### src/rtl/main_control_fsm.sv
// Purpose : multicycle-CPU main control; Moore FSM that sequences fetch/decode/execute per opcode.
// Latency : FETCH->FETCH with mem_ready=1: lw 5, sw/R-type/nandi 4, jump 3 cycles.
// Backpr. : FETCH, MEMRD and MEMWR hold while mem_ready=0; ILLEGAL holds until reset.
//
// Ports:
//   clk, reset         rising-edge clock, synchronous active-high reset
//   opcode[5:0]        instruction[31:26], captured in DECODE
//   mem_ready          memory access completes in the cycle it is high
//   PCWrite..ALUSrcA   1-bit datapath controls; ALUSrcB/PCSource/ALU_Op 2-bit selects
//   state[3:0]         current state code
//   illegal            sticky illegal-opcode flag
//   instr_count[15:0]  retired-instruction counter (wraps)
module main_control_fsm #(
   parameter logic [5:0] OP_RTYPE = 6'b000000,
   parameter logic [5:0] OP_LW    = 6'b100011,
   parameter logic [5:0] OP_SW    = 6'b101011,
   parameter logic [5:0] OP_NANDI = 6'b001100,
   parameter logic [5:0] OP_J     = 6'b000010
) (
   input  logic        clk,
   input  logic        reset,
   input  logic [5:0]  opcode,
   input  logic        mem_ready,
   output logic        PCWrite,
   output logic        IorD,
   output logic        MemRead,
   output logic        MemWrite,
   output logic        IRWrite,
   output logic        MemtoReg,
   output logic        RegDst,
   output logic        RegWrite,
   output logic        ALUSrcA,
   output logic [1:0]  ALUSrcB,
   output logic [1:0]  PCSource,
   output logic [1:0]  ALU_Op,
   output logic [3:0]  state,
   output logic        illegal,
   output logic [15:0] instr_count
);

   typedef enum logic [3:0] {
      S_FETCH    = 4'd0,
      S_DECODE   = 4'd1,
      S_MEMADR   = 4'd2,
      S_MEMRD    = 4'd3,
      S_MEMWB    = 4'd4,
      S_MEMWR    = 4'd5,
      S_RTYPE_EX = 4'd6,
      S_ALU_WB   = 4'd7,
      S_NANDI_EX = 4'd8,
      S_JUMP     = 4'd9,
      S_ILLEGAL  = 4'd10
   } st_t;

   st_t         cur_st;
   logic [5:0]  op_q;
   logic        illegal_q;
   logic [15:0] count_q;

   assign state       = cur_st;
   assign illegal     = illegal_q;
   assign instr_count = count_q;

   // State, latched opcode, sticky flag and retirement counter.
   // Every transition back to FETCH from an execute/writeback state retires one instruction.
   always_ff @(posedge clk) begin
      if (reset) begin
         cur_st    <= S_FETCH;
         op_q      <= 6'd0;
         illegal_q <= 1'b0;
         count_q   <= 16'd0;
      end else begin
         case (cur_st)
            S_FETCH: begin
               if (mem_ready) cur_st <= S_DECODE;
            end
            S_DECODE: begin
               op_q <= opcode;
               case (opcode)
                  OP_LW, OP_SW: cur_st <= S_MEMADR;
                  OP_RTYPE:     cur_st <= S_RTYPE_EX;
                  OP_NANDI:     cur_st <= S_NANDI_EX;
                  OP_J:         cur_st <= S_JUMP;
                  default: begin
                     cur_st    <= S_ILLEGAL;
                     illegal_q <= 1'b1;
                  end
               endcase
            end
            S_MEMADR: begin
               // Live opcode may already belong to the next fetch; use the latched copy.
               cur_st <= (op_q == OP_LW) ? S_MEMRD : S_MEMWR;
            end
            S_MEMRD: begin
               if (mem_ready) cur_st <= S_MEMWB;
            end
            S_MEMWB: begin
               cur_st  <= S_FETCH;
               count_q <= count_q + 16'd1;
            end
            S_MEMWR: begin
               if (mem_ready) begin
                  cur_st  <= S_FETCH;
                  count_q <= count_q + 16'd1;
               end
            end
            S_RTYPE_EX, S_NANDI_EX: begin
               cur_st <= S_ALU_WB;
            end
            S_ALU_WB, S_JUMP: begin
               cur_st  <= S_FETCH;
               count_q <= count_q + 16'd1;
            end
            S_ILLEGAL: begin
               cur_st    <= S_ILLEGAL;
               illegal_q <= 1'b1;
            end
            default: begin
               // Unused codes 11-15 recover to FETCH.
               cur_st <= S_FETCH;
            end
         endcase
      end
   end

   // Moore decode of the current state; only FETCH's PCWrite looks at mem_ready.
   always_comb begin
      PCWrite  = 1'b0;
      IorD     = 1'b0;
      MemRead  = 1'b0;
      MemWrite = 1'b0;
      IRWrite  = 1'b0;
      MemtoReg = 1'b0;
      RegDst   = 1'b0;
      RegWrite = 1'b0;
      ALUSrcA  = 1'b0;
      ALUSrcB  = 2'b00;
      PCSource = 2'b00;
      ALU_Op   = 2'b00;
      case (cur_st)
         S_FETCH: begin
            MemRead = 1'b1;
            IRWrite = 1'b1;
            ALUSrcB = 2'b01;
            PCWrite = mem_ready;
         end
         S_DECODE: begin
            ALUSrcB = 2'b11;
         end
         S_MEMADR: begin
            ALUSrcA = 1'b1;
            ALUSrcB = 2'b10;
         end
         S_MEMRD: begin
            MemRead = 1'b1;
            IorD    = 1'b1;
         end
         S_MEMWB: begin
            RegWrite = 1'b1;
            MemtoReg = 1'b1;
         end
         S_MEMWR: begin
            MemWrite = 1'b1;
            IorD     = 1'b1;
         end
         S_RTYPE_EX: begin
            ALUSrcA = 1'b1;
            ALU_Op  = 2'b10;
         end
         S_NANDI_EX: begin
            ALUSrcA = 1'b1;
            ALUSrcB = 2'b10;
            ALU_Op  = 2'b01;
         end
         S_ALU_WB: begin
            RegWrite = 1'b1;
            RegDst   = (op_q == OP_RTYPE);
         end
         S_JUMP: begin
            PCWrite  = 1'b1;
            PCSource = 2'b10;
            ALU_Op   = 2'b11;
         end
         default: begin
         end
      endcase
   end

endmodule

### config.mk
export PLATFORM = sky130hd
export DESIGN_NAME = main_control_fsm
export DESIGN_NICKNAME = d
export VERILOG_FILES = /design/src/rtl/main_control_fsm.sv
export SDC_FILE = /design/constraint.sdc
export NUM_CORES = 1
export LEC_CHECK = 0
export ABC_AREA = 1
export CORE_MARGIN = 4
export CORE_UTILIZATION = 48
export DETAILED_ROUTE_END_ITERATION = 6
export PLACE_DENSITY = 0.78
export SYNTH_ARGS = -nofsm -noshare
export SYNTH_HDL_FRONTEND = slang
export SYNTH_SLANG_ARGS = --single-unit
### constraint.sdc
create_clock -name clk -period 1.9 [get_ports clk]
set_input_delay 0.475 -clock clk [delete_from_list [all_inputs] [get_ports clk]]
set_output_delay 0.475 -clock clk [all_outputs]
set_load 0.005 [all_outputs]
==> results.yml <==
grt:
  antenna_found_initial: 0
  grt.overflow.total: 0
  grt_pass1_vias: 1785
  grt_use_total_pct: 21.5
  grt_pass1_wl_um: 7510
  grt_max_degree: 16
run:
  drv_cap: 0
floorplan:
  dieArea_um2: 4390
  start_util_pct: 51.7
  ios: 45
  core_um2: 3150
  die_w_um: 66.3
  dieHeight_um: 66.3
  placementRows: 20
routing:
  wl_met3_um: 402
  wl_per_cell_um: 13.6
  vias_per_cell: 5.28
  final_antenna_net_count: 0
  met2_length_um: 2510
  drc: 0
  vias: 2065
  wirelength_met1_um: 2200
  drt-total-wl_um: 5320
  top_layer_used: "met4"
  drt-pass1-iter-count: 4
  first_iter_violations: 184
logic_synthesis:
  yosysMostFrequentCell: "nand2_1"
  synth.avg_cell_area_um2: 6.08
  syn_inst: 268
  yosysTopAreaCell: "dfxtp_1"
  synth_commonest_cells: "71 x nand2_1, 48 x nor2_1, 32 x inv_1"
  synth_top_area_share_pct: 33.2
  yosysSeqAreaShare_pct: 33.2
  synthesis.nets: 278
  synthArstFlopShare_pct: 0
  netlist_area_um2: 1630
  yosys.cell_types.count: 28
  synth_top_cells_by_area: "dfxtp_1 33%, nand2_1 16%, nor2_1 11%, inv_1 7.4%, a21oi_1 6.1%"
  synth-seq-cells: 27
  synth_warnings: 0
  synth_edf_count: 0
  ys_dominant_reg_cell: "dfxtp_1"
clock_network:
  clock_sinks: 27
  root_buffer: "clkbuf_4"
  clock_tree.buffer_depth: 2
  cts_buffers: 3
  insertion_delay_ns: 0.33
  cts_tree: "built"
  clkTransAtPathRegs_ns: 0.16
  cts-htree-levels: 1
critical_path:
  crit_type: "register to primary output"
  path_max_fanout: 4
  endpoint_kind: "primary output"
  crit_arrival_ns: 1.49
  reg2reg_slack_ns: -0.05
  required_ns: 1.42
  crit_path_start_kind: "register"
status:
  violations: "setup timing"
  status: "finished with violations"
timing:
  rsz0062_at_grt: "yes"
  setup_tns_ns: -0.158
  worst_slack_ns: -0.0636
  fin_crit_sh_pct: 103
  fmaxAchievable_mhz: 509
  period_minus_slack_ns: 1.96
  hold_viol: 0
  slew_viol_final: 0
  setup_viol_count_final: 3
  whs_ns: 0.508
  finClkSkew_ns: 0.00634
layout:
  fin_nets: 358
  synthToLayoutAreaGrowth_pct: 54.5
  antennaDiodeCount: 0
  final_cells: 391
  drive_gt1_share_pct: 28.2
place:
  dp.cells: 366
  gp_congestion: 0.912
  place_ws_ns: -0.267
  io_buffers: 43
  hpwlAfterDp_um: 3100
power_and_ir_drop:
  vdd.ir_drop.worst_uv: 887
  power_switching_w: 0.00117
  p_comb_share_pct: 61.3
  total_power_w: 0.00275
  internal_power_w: 0.00158
  switching_share_pct: 42.5
  p_seq_share_pct: 29.3
  clock_power_share_pct: 9.5
  leakage_nw: 1.08
  power_per_cell_area_nw_per_um2: 1090
min_path:
  hp-class: "register to register"
stage by stage:
stage | cell area [um^2] | utilization [%]
2_1_floorplan | 1630 | -
3_3_place_gp | 2200 | 69.9
3_5_place_dp | 2200 | 69.9
4_1_cts | 2400 | 76.1
5_1_grt | 2520 | 79.8
6_report | 2520 | 79.8
final cells by class:
class	instances	area [um^2]
clock inverters	1	5.00
well taps	44	55.1
clock buffers	3	22.5
fillers	222	636
inverters	35	136
repair buffers	82	712
flip-flops and latches	27	556
multi-input cells	199	1030
routing by layer:
layer  GRT usage [%]  vias up
li1                -      999
met1            27.0      929
met2            36.4      112
met3            3.57       25
met4            7.87        0
met5               0        -
timing repair:
action,4_1_cts,5_1_grt
hold buffers,0,0
gates resized for setup,59,44
endpoints found under the setup margin,14,12
setup buffers,14,10
pin swaps,3,11
final timing paths:
kind / from / to / cells after the start
worst max-delay path: state[2] / ALUSrcA / 8
worst min-delay path: instr_count[6] / instr_count[6] / 2
worst max register to register: state[1] / state[2] / 14
worst min register to register: instr_count[6] / instr_count[6] / 2
critical path: stages, from the launching register on:
cell,delay (ns)
dfxtp_4,0.40
buf_6,0.12
nor2_4,0.12
nand2_2,0.11
nand2_2,0.12
buf_6,0.12
nor2_4,0.03
inv_2,0.04
clkbuf_2,0.09
cells by family (layout without fill, tap and decap cells):
| family | count (synthesis) | after routing | share of synthesized area (%) |
|---|---|---|---|
| AO/OA/AOI/OAI | 35 | 35 | 10.9 |
| XOR/XNOR | 3 | 3 | 1.61 |
| adder cells (fa/ha/maj) | 1 | 1 | 0.768 |
| buffers and inverters | 42 | 121 | 10.9 |
| flip-flops | 27 | 27 | 33.2 |
| other | 1 | 1 | 0.230 |
| AND/OR/NAND/NOR | 159 | 159 | 42.4 |
flip-flops by register name (all words and copies together) (netlist names):
name,cells
state,4
instr_count,16
illegal,1
op_q,6
power by group through the flow:
| stage | Combinational, W | Sequential, W | Clock [W] |
|---|---|---|---|
| final | 0.00169 | 0.000806 | 0.000261 |
| after global routing | 0.00181 | 0.000817 | 0.000288 |
| after floorplan | 0.000602 | 0.000752 | 0 |
| after global placement | 0.00120 | 0.000763 | 0 |
| after detailed placement | 0.00121 | 0.000766 | 0 |
| after CTS | 0.00138 | 0.000785 | 0.000259 |
cell usage in the layout (no fill, tap or decap), types with 2 or more instances in the layout:
cell             synthesis  routed
nand3b_1                 2       2
dfxtp_1                 27      23
nor2_4                   1      10
inv_4                    0       2
a21oi_1                 20      19
buf_6                    1      12
buf_2                    1       6
nand2_2                  3      11
nor2_1                  48      40
dlygate4sd2_1            0       3
o21ai_0                 13      11
o21ai_2                  0       2
nand3_1                 17      15
nor2_2                   4       3
clkbuf_4                 0       3
dfxtp_4                  0       4
clkbuf_2                 0       4
inv_1                   32      27
buf_4                    3      28
clkdlybuf4s50_1          0      28
nor3_1                   3       3
nand2_1                 71      63
nand4_1                  6       6
xnor2_1                  2       2
inv_2                    3       6
Note: power is estimated with default switching activity, not from simulation.
